File: config.mk
export PLATFORM = sky130hd
export DESIGN_NAME = serial_subtractor8_flat
export DESIGN_NICKNAME = d
export VERILOG_FILES = /design/src/rtl/serial_subtractor8_if.sv /design/src/rtl/serial_subtractor8.sv /design/src/flat_wrapper.sv
export SDC_FILE = /design/constraint.sdc
export NUM_CORES = 1
export LEC_CHECK = 0
export BUFFER_PORTS_ARGS = -buffer_cell sky130_fd_sc_hd__buf_4
export CORE_AREA = 5 5 86 88
export CTS_CLUSTER_DIAMETER = 50
export DETAILED_ROUTE_END_ITERATION = 8
export DIE_AREA = 0 0 91 93
export GPL_TIMING_DRIVEN = 0
export SKIP_LAST_GASP = 1
export SYNTH_ARGS = -nofsm -noshare
export SYNTH_HDL_FRONTEND = slang
export SYNTH_SLANG_ARGS = --single-unit
File: constraint.sdc
create_clock -name clk -period 2.25 [get_ports clk]
set_input_delay 0.1125 -clock clk [delete_from_list [all_inputs] [get_ports clk]]
set_output_delay 0.1125 -clock clk [all_outputs]
set_load 0.02 [all_outputs]
File: src/rtl/serial_subtractor8_if.sv
`default_nettype none
// ============================================================================
// Module      : serial_subtractor8_if
// Description : Start/done handshake and operand/result bundle for the
//               bit-serial subtractor.
// Revision    : 1.0  initial release
// ============================================================================
interface serial_subtractor8_if #(
    parameter int WIDTH = 8
);
    logic             start;
    logic [WIDTH-1:0] a;
    logic [WIDTH-1:0] b;
    logic             bin;
    logic             busy;
    logic             done;
    logic [WIDTH-1:0] diff;
    logic             bout;
    logic             overflow;

    modport master (
        output start, a, b, bin,
        input  busy, done, diff, bout, overflow
    );

    modport slave (
        input  start, a, b, bin,
        output busy, done, diff, bout, overflow
    );
endinterface
`default_nettype wire

File: src/rtl/serial_subtractor8.sv
`default_nettype none
// ============================================================================
// Module      : serial_subtractor8
// Description : Bit-serial two's-complement subtractor, diff = a - b - bin,
//               LSB first, one bit per clock, start/done handshake.
// Revision    : 1.0  initial release
// ============================================================================
module serial_subtractor8 #(
    parameter int WIDTH = 8
) (
    input  logic                 clk,
    input  logic                 rst_n,
    serial_subtractor8_if.slave  bus
);

    localparam int                 c_cnt_w = (WIDTH > 2) ? $clog2(WIDTH) : 1;
    localparam logic [c_cnt_w-1:0] c_last  = c_cnt_w'(WIDTH - 1);

    typedef enum logic [1:0] {
        IDLE  = 2'd0,
        SHIFT = 2'd1,
        DONE  = 2'd2
    } state_t;

    state_t               r_state;
    state_t               w_state_nxt;
    logic [WIDTH-1:0]     r_a;
    logic [WIDTH-1:0]     r_b;
    logic                 r_brw;
    logic [c_cnt_w-1:0]   r_cnt;
    logic [WIDTH-2:0]     r_res;
    logic [WIDTH-1:0]     r_diff;
    logic                 r_bout;
    logic                 r_ovf;

    logic                 w_accept;
    logic                 w_last;
    logic                 w_bit;
    logic                 w_brw_nxt;
    logic [WIDTH-1:0]     w_res;

    assign w_accept  = bus.start && (r_state != SHIFT);
    assign w_last    = (r_state == SHIFT) && (r_cnt == c_last);
    assign w_bit     = r_a[0] ^ r_b[0] ^ r_brw;
    assign w_brw_nxt = (~r_a[0] & r_b[0]) | (~(r_a[0] ^ r_b[0]) & r_brw);
    // New bit enters at the top; after the last step this is the full result.
    assign w_res     = {w_bit, r_res};

    always_comb begin
        w_state_nxt = r_state;
        case (r_state)
            IDLE:    if (bus.start) w_state_nxt = SHIFT;
            SHIFT:   if (w_last)    w_state_nxt = DONE;
            DONE:    w_state_nxt = bus.start ? SHIFT : IDLE;
            default: w_state_nxt = IDLE;
        endcase
    end

    always_ff @(posedge clk or negedge rst_n) begin
        if (!rst_n) begin
            r_state <= IDLE;
        end else begin
            r_state <= w_state_nxt;
        end
    end

    always_ff @(posedge clk or negedge rst_n) begin
        if (!rst_n) begin
            r_a    <= '0;
            r_b    <= '0;
            r_brw  <= 1'b0;
            r_cnt  <= '0;
            r_res  <= '0;
            r_diff <= '0;
            r_bout <= 1'b0;
            r_ovf  <= 1'b0;
        end else if (w_accept) begin
            r_a    <= bus.a;
            r_b    <= bus.b;
            r_brw  <= bus.bin;
            r_cnt  <= '0;
        end else if (r_state == SHIFT) begin
            r_a   <= r_a >> 1;
            r_b   <= r_b >> 1;
            r_brw <= w_brw_nxt;
            r_cnt <= r_cnt + 1'b1;
            r_res <= w_res[WIDTH-1:1];
            // On the last step r_a[0]/r_b[0] hold the operand sign bits.
            if (w_last) begin
                r_diff <= w_res;
                r_bout <= w_brw_nxt;
                r_ovf  <= (r_a[0] ^ r_b[0]) & (w_bit ^ r_a[0]);
            end
        end
    end

    assign bus.busy     = (r_state == SHIFT);
    assign bus.done     = (r_state == DONE);
    assign bus.diff     = r_diff;
    assign bus.bout     = r_bout;
    assign bus.overflow = r_ovf;

endmodule
`default_nettype wire

File: src/flat_wrapper.sv
// flat-port wrapper written by rule: the top's interface ports become plain ports
module serial_subtractor8_flat 
#(
    parameter int WIDTH = 8
)
  (clk, rst_n, bus_start, bus_a, bus_b, bus_bin, bus_busy, bus_done, bus_diff, bus_bout, bus_overflow);
  serial_subtractor8_if #(.WIDTH(WIDTH)) bus_i ();
  input  logic clk;
  input  logic rst_n;
  input wire logic [$bits(bus_i.start)-1:0] bus_start;
  input wire logic [$bits(bus_i.a)-1:0] bus_a;
  input wire logic [$bits(bus_i.b)-1:0] bus_b;
  input wire logic [$bits(bus_i.bin)-1:0] bus_bin;
  output wire logic [$bits(bus_i.busy)-1:0] bus_busy;
  output wire logic [$bits(bus_i.done)-1:0] bus_done;
  output wire logic [$bits(bus_i.diff)-1:0] bus_diff;
  output wire logic [$bits(bus_i.bout)-1:0] bus_bout;
  output wire logic [$bits(bus_i.overflow)-1:0] bus_overflow;
  assign bus_i.start = bus_start;
  assign bus_i.a = bus_a;
  assign bus_i.b = bus_b;
  assign bus_i.bin = bus_bin;
  assign bus_busy = bus_i.busy;
  assign bus_done = bus_i.done;
  assign bus_diff = bus_i.diff;
  assign bus_bout = bus_i.bout;
  assign bus_overflow = bus_i.overflow;
  serial_subtractor8 #(.WIDTH(WIDTH)) u_core (.clk(clk), .rst_n(rst_n), .bus(bus_i));
endmodule
After elaboration in Yosys (flattened, before gate mapping). Cells that the tools add are included.

Bits in registers: 39.

Add/sub/neg operators: 1. Equality and inequality tests: 6. Multiplexer cells: 12. Bitwise gates (word level): 10. Reductions and logical operators: 7.

Operators by type and width (count): 2-to-1 mux 8 bit (4); 2-to-1 mux 3 bit (2); case mux 2 bit (3 select lines) (1); 2-to-1 mux 2 bit (2); inequality test 2 x 1 -> 1 bit, second input constant (2); AND reduction 2 bit (2); adder 3 x 1 -> 3 bit, second input constant (1); AND 1 bit (3); equality test 3 bit, second input constant (1); 2-to-1 mux 1 bit (3); NOT 1 bit (3); AND reduction 3 bit (1); XOR 1 bit (3); equality test 2 x 1 -> 1 bit, second input constant (1); equality test 2 bit, second input constant (1); logical AND 1 bit (2); logical NOT 2 bit (1); inequality test 2 bit, second input constant (1); nonzero test 2 bit (1); OR 1 bit (1).

Longest topological paths before layout. Gate-level depths: netlist (run 1).

Depth in word-level cells: 6. Gate-level depth with buffers: 5. Depth with buffers taken out: 4.

Worst setup path after synthesis (run 1). No wires, ideal clock.

Kind: reg-to-reg. From: register u_core.r_cnt[0]. To: register u_core.r_bout, in the netlist u_core.bus.bout. Library setup time: 125 ps. Arrival: 1401 ps. Required time: 2125 ps. Slack: 724 ps. Cell stages (with the launch flop): 6. Path buffers: 1. Clock period less this slack: 1526 ps. Cell sequence: dfrtp_1 ha_1 ha_1 nand3b_1 buf_2 mux2_2.

Longest elaborated chain between the ends: 3.

Ends and longest elaborated chain: start: declaration (line serial_subtractor8.sv:30) `logic [c_cnt_w-1:0] r_cnt;`; start signal: assignment (line serial_subtractor8.sv:86) `r_cnt <= r_cnt + 1'b1;`; equality test 3 bit (line serial_subtractor8.sv:43) `assign w_last = (r_state == SHIFT) && (r_cnt == c_last);`; logical AND 1 bit (line serial_subtractor8.sv:43); AND reduction 3 bit (no line); end signal: assignment (line serial_subtractor8.sv:91) `r_bout <= w_brw_nxt;`; end: declaration (line serial_subtractor8.sv:33) `logic r_bout;`.

No other way between the ends. A chain may end at the register's enable or synchronous reset.

Worst setup path in the final report (run 1).
From: register u_core.r_cnt[0]. To: register u_core.r_diff[5], in the netlist u_core.bus.diff[5].

Longest elaborated chain between the ends: 3.

Ends and longest elaborated chain: equality test 3 bit (line serial_subtractor8.sv:43); logical AND 1 bit (line serial_subtractor8.sv:43); AND reduction 3 bit (no line); end signal: assignment (line serial_subtractor8.sv:90) `r_diff <= w_res;`; end: declaration (line serial_subtractor8.sv:32) `logic [WIDTH-1:0] r_diff;`.

No other way between the ends.

==> results of run 1 <==
[worst min-delay path by stage]
stage	end	slack, ps	cells past startpoint	startpoint
after floorplan	u_core.bus.bout	-180	0	rst_n
after global placement	u_core.bus.diff[2]	120	1	rst_n
after detailed placement	u_core.r_res[2]	120	1	rst_n
after CTS	u_core.r_a[7]	70	3	bus_a[7]
after global routing	u_core.r_a[7]	70	3	bus_a[7]
final	u_core.r_a[7]	80	3	bus_a[7]
[logic make-up (layout without fill, tap and decap cells)]
kind of cell,Yosys count,in the layout
xor gates and xnor gates,1,1
DFF,39,39
and+or+nand+nor,9,9
muxes,51,51
adders and majority gates,4,4
buffers and inverters,12,52
AOI/OAI and AO/OA,2,2
[critical path, delay by kind of cell (launching register included)]
kind,cells,cell delay (ps)
DFF,1,400
buffers and inverters,1,270
muxes,1,370
adders and majority gates,2,430
and+or+nand+nor,1,110
[power breakdown]
group | internal, mW | switching, mW
logic | 0.895 | 0.561
clock network | 0.443 | 0.237
registers | 1.03 | 0.202
total | 2.37 | 1.00
[layer usage]
layer / wire length (um) / up-vias / share of wire
met5: 0 / - / 0
li1: - / 481 / -
met2: 1380 / 26 / 0.41
met3: 278 / 5 / 0.083
met4: 33 / 0 / 0.0098
met1: 1670 / 472 / 0.50
[cell usage in the layout, fill, tap and decap left out, types with 2 or more instances in the layout]
cell type | Yosys | routed
mux2i_1 | 5 | 5
bufinv_16 | 0 | 2
buf_4 | 0 | 31
nand2b_1 | 2 | 2
ha_1 | 3 | 3
dfrtp_1 | 39 | 39
buf_6 | 5 | 5
mux2_4 | 34 | 34
nor2b_1 | 4 | 4
inv_1 | 6 | 6
clkbuf_8 | 0 | 5
mux2_2 | 12 | 12
nor2_1 | 2 | 2
[cell usage after synthesis (2+ instances only)]
cell type and number:
mux2_4 34, dfrtp_1 39, mux2_2 12, ha_1 3
inv_1 6, mux2i_1 5, nor2_1 2, nor2b_1 4
buf_6 5, nand2b_1 2
[state kept, by name, summed over array words and instances, names as in the netlist, 2 cells and up]
| register | flops |
|---|---|
| u_core.r_cnt | 3 |
| u_core.r_b | 8 |
| u_core.r_a | 8 |
| u_core.bus.diff | 8 |
| u_core.r_res | 7 |
| u_core.r_state | 2 |
[layout make-up]
type / count / area [um2]
Buffer: 6 / 61.3
Inverter: 6 / 22.5
Multi-Input combinational cell: 67 / 831
Clock buffer: 6 / 72.6
Sequential cell: 39 / 976
Clock inverter: 2 / 60.1
Fill cell: 631 / 4200
Tap cell: 80 / 100
Timing Repair Buffer: 32 / 243
==> metrics.yaml, run 1 <==
grtUsageMet2: 0.119
worst_path_largest_cell_delay_ps: 400
clock_tree_from_tritoncts: "built"
drtPass1Iterations: 4
synth-adder-area-share: 0.0304
post_dp_cell_area_um2: 2220
cts.sink_count: 39
cts_max_level: 2
globalRouteTotalUtil: 0.0857
placeableCoreArea_um2: 6570
tightest_slew_ps: 506
stdcell_count: 238
critical_path_required_ps: 2430
final-max-slew-violation-count: 0
globalplace.congestion: 0.650
mappedNetlistArea_um2: 1890
tritoncts.num_buffers: 5
ff2ff_setup_slack_ps: 560
crit_path_frequent_cell: "ha_1"
cts-resized-gates: 0
ys_top_cells_by_area: "dfrtp_1 (52%), mux2_4 (27%), mux2_2 (7.1%)"
achievable-frequency_ghz: 0.593
finalCoreUtilization: 0.360
final.min_clock_period_ps: 1690
first_global_vias: 1117
drt-wirelength-per-cell_um: 14.1
numPortBuffers: 31
timing.final.crit_share: 0.749
cts_setup_buffers: 0
detailedPlace.worstSlack_ps: 561
drv_cap: 0
design.portCount: 32
synth_compound_gate_area_share: 0.00860
startpoint_types: "register"
status: "completed"
drt.antenna.violating_nets: 0
globalRouteMet3Util: 0.0426
mappedNetlistNets: 142
hold_viol_final: 0
final_net_count: 181
synthDistinctLibCells: 16
grt_first_pass_wirelength_mm: 5.64
cell_pwr_density_nw_per_um2: 1420
power_leakage_nw: 1.18
critPathKind: "register to register"
vias_per_cell: 4.13
die_height_um: 93
max-slew-margin-rel: 0.662
synthesized_area_per_cell_um2: 16.0
fraction_of_registers_with_async_set_or_reset_after_synthesis: 1.00
hold_slack_ps: 76.4
grt.overflow.total: 0
initialDrtViolationCount: 21
finalInstanceArea_um2: 2370
total_instance_count_after_detailed_placement: 229
rsz0062_at_grt: "no"
met1_usage: 0.115
ir_worst_vdd_v: 0.000618
synth-simple-area-share: 0.0278
yosysTopAreaCellShare: 0.516
origin_of_the_worst_setup_path: "u_core.r_cnt[0]"
site_rows: 30
path_cells: "ha_1 > ha_1 > nand3b_1 > buf_2 > mux2_2"
die_x_um: 91
critical_path.endpoint: "u_core.bus.diff[5]"
insertion_delay_ps: 290
critical_path.max_fanout: 10
antenna_found_initial: 0
cts_hold_repair.buffers: 1
worstReg2RegStart: "u_core.r_cnt[0]"
worst-endpoint-arrival_ps: 1860
endpoint_kind: "register"
synth_area_leader_cell: "dfrtp_1"
clock-skew-final_ps: 6.53
seq_area_frac_synth: 0.516
maximum_number_of_pins_on_one_net_before_global_route_repair: 40
routed_vias: 984
fin_ws_ps: 564
clock_transition_at_the_registers_of_the_reported_paths_ps: 80
cts_root_buf: "clkbuf_8"
starting_density_of_the_core: 0.288
synth_enable_flop_cells: 0
route.final.wire_length_mm: 3.36
holdCritPathClass: "input port to register"
crit-reg2reg-capture: "u_core.bus.diff[5]"
final_layout_size_suffix_gt1_frac: 0.570
flow.area_growth_from_synthesis_pct: 25.1
setup_viol: 0
die_area_um2: 8460
dominantRegCellSynth: "dfrtp_1"
synthCells: 118
synth_xor_xnor_area_share: 0.00463
main_combinational_cell_family_by_area_after_synthesis: "multiplexers"
synthMuxAreaShare: 0.368
gr-max-usage-layer: "met2"
final.setup.tns_ps: 0
yosysWarnings: 0
post-layout-total-power_mw: 3.37
place_hpwl_mm: 2.26
ctsLongestPathBuffers: 2
crit_path_top_delay_cell: "dfrtp_1"
drt_drc_violations_left: 0
count_of_state_elements_after_synthesis: 39
antennaDiodeCount: 0
r2r_cells: 5
No activity file was read; power rests on OpenSTA's default activity.
==> run 2: changes to the inputs <==
clock period = 1.7 ns   (was 2.25 ns; I/O delays follow)
==> run 2 against run 1 <==
- flip-flop and latch count stayed put
- sequential share of layout area down 0.11 points
- hold slack lost 27 ps
- wire length increased by 1.5%
- non-clock buffer count unchanged
- via count up 0.61%
- combinational power is 33% higher
==> metrics.yaml, run 2 (synthesis results as in run 1) <==
status: "completed"
flow.area_growth_from_synthesis_pct: 25.5
site_rows: 30
crit_family: "adder cells"
setup_viol: 0
vias_per_cell: 4.16
die_x_um: 91
max-slew-margin-rel: 0.665
clock_transition_at_the_registers_of_the_reported_paths_ps: 80
clock-skew-final_ps: 7.90
net-switching-power_mw: 1.34
crit_path_frequent_cell: "ha_1"
final.setup.tns_ps: 0
most_frequent_standard_cell_in_the_layout_excluding_fill_and_tap_cells: "dfrtp_1"
power_leakage_nw: 1.18
grt_first_pass_wirelength_mm: 5.64
comb_power_share: 0.433
worst-endpoint-arrival_ps: 1770
final-max-slew-violation-count: 0
design.portCount: 32
finalCoreUtilization: 0.361
die_area_um2: 8460
routed_vias: 990
globalRouteTotalUtil: 0.0857
first_global_vias: 1117
drtPass1Iterations: 2
tightest_slew_ps: 503
critPathBufInv: 1
insertion_delay_ps: 290
final_net_count: 181
holdCritPathClass: "input port to register"
ir_worst_vdd_v: 0.000818
path_cells: "ha_1 > ha_1 > nand3b_1 > buf_6 > mux2_2"
cts_max_level: 2
startpoint_types: "register"
rsz0062_at_grt: "no"
tritoncts.num_buffers: 5
drt_drc_violations_left: 0
critical_path_required_ps: 1880
achievable-frequency_ghz: 0.627
critical_path.max_fanout: 10
ctsLongestPathBuffers: 2
antennaDiodeCount: 0
hold_viol_final: 0
drt.antenna.violating_nets: 0
cell_pwr_density_nw_per_um2: 1890
initialDrtViolationCount: 21
placeableCoreArea_um2: 6570
drt-wirelength-per-cell_um: 14.3
die_height_um: 93
clock_tree_from_tritoncts: "built"
worst_path_largest_cell_delay_ps: 400
power_frac_clock: 0.203
route.final.wire_length_mm: 3.41
final_layout_size_suffix_gt1_frac: 0.570
grt.overflow.total: 0
critPathKind: "register to register"
timing.final.crit_share: 0.938
drv_cap: 0
numPortBuffers: 31
maximum_number_of_pins_on_one_net_before_global_route_repair: 40
internal_power_mw: 3.14
crit_path_top_delay_cell: "dfrtp_1"
endpoint_kind: "register"
starting_density_of_the_core: 0.288
final.min_clock_period_ps: 1590
globalplace.congestion: 0.650
p_sw_frac: 0.298
antenna_found_initial: 0
cts.sink_count: 39
place_hpwl_mm: 2.26
final_cell_mix: "dfrtp_1 (39), mux2_4 (34), buf_4 (31)"
share_seq_of_total_power: 0.364
cts_root_buf: "clkbuf_8"
==> run 2: cell counts in the layout (fill, tap and decap cells not counted) <==
No cell type changed its count.
==> run 2: worst paths after layout <==
kind / from / endpoint / slack [ps] / cells after the start
worst max register to register: u_core.r_cnt[0] / u_core.bus.diff[5] / 110 / 5
min in group asynchronous: rst_n / u_core.r_res[2] / 310 / 2
worst min-delay path: bus_a[7] / u_core.r_a[7] / 50 / 3
worst max-delay path: u_core.r_cnt[0] / u_core.bus.diff[5] / 110 / 5
worst min register to register: u_core.r_cnt[0] / u_core.r_cnt[0] / 490 / 1
max in group asynchronous: rst_n / u_core.r_a[5] / 1040 / 2
==> run 2: metal layers <==
metal  GRT usage  routed length (um)
met1       0.115                1680
met2       0.119                1400
met3      0.0426                 291
met4      0.0293                  40
met5           0                   0
==> run 2: area by class of cell <==
type | instances | area, um2
Fill cell | 630 | 4200
Clock buffer | 6 | 72.6
Multi-Input combinational cell | 67 | 831
Inverter | 6 | 22.5
Sequential cell | 39 | 976
Tap cell | 80 | 100
Clock inverter | 2 | 60.1
Timing Repair Buffer | 32 | 243
Buffer | 6 | 67.6
==> run 2: repair_timing <==
action,4_1_cts,5_1_grt
hold buffers,1,0
gates resized for setup,1,1
cloned,0,0
setup endpoints to repair,5,7
hold endpoints to repair,39,0
setup buffers,0,0
==> run 2: power groups by stage <==
stage	registers, mW	logic (mW)	clock network, mW
2_1_floorplan	1.71	1.38	0
3_3_place_gp	1.64	1.92	0
3_5_place_dp	1.64	1.94	0
4_1_cts	1.63	1.96	0.932
5_1_grt	1.70	2.09	0.986
6_report	1.63	1.94	0.906
==> run 2: worst reg2reg max path, cell delays in order, from the launching register on <==
cell and delay [ps]:
dfrtp_1 400, ha_1 210, ha_1 220, nand3b_1 140, buf_6 170, mux2_2 340
==> run 2: per-stage QoR <==
| step | hold WS [ps] | power [mW] | setup slack [ps] | cells | area [um2] |
|---|---|---|---|---|---|
| after floorplan | -211 | 3.08 | 174 | 118 | 1890 |
| after global placement | 90.8 | 3.56 | 11.0 | 229 | 2220 |
| after detailed placement | 90.5 | 3.58 | 11.4 | 229 | 2220 |
| after CTS | 40.5 | 4.53 | 76.1 | 238 | 2370 |
| after global routing | 44.3 | 4.78 | 14.8 | 238 | 2370 |
| final | 49.1 | 4.47 | 105 | 238 | 2370 |
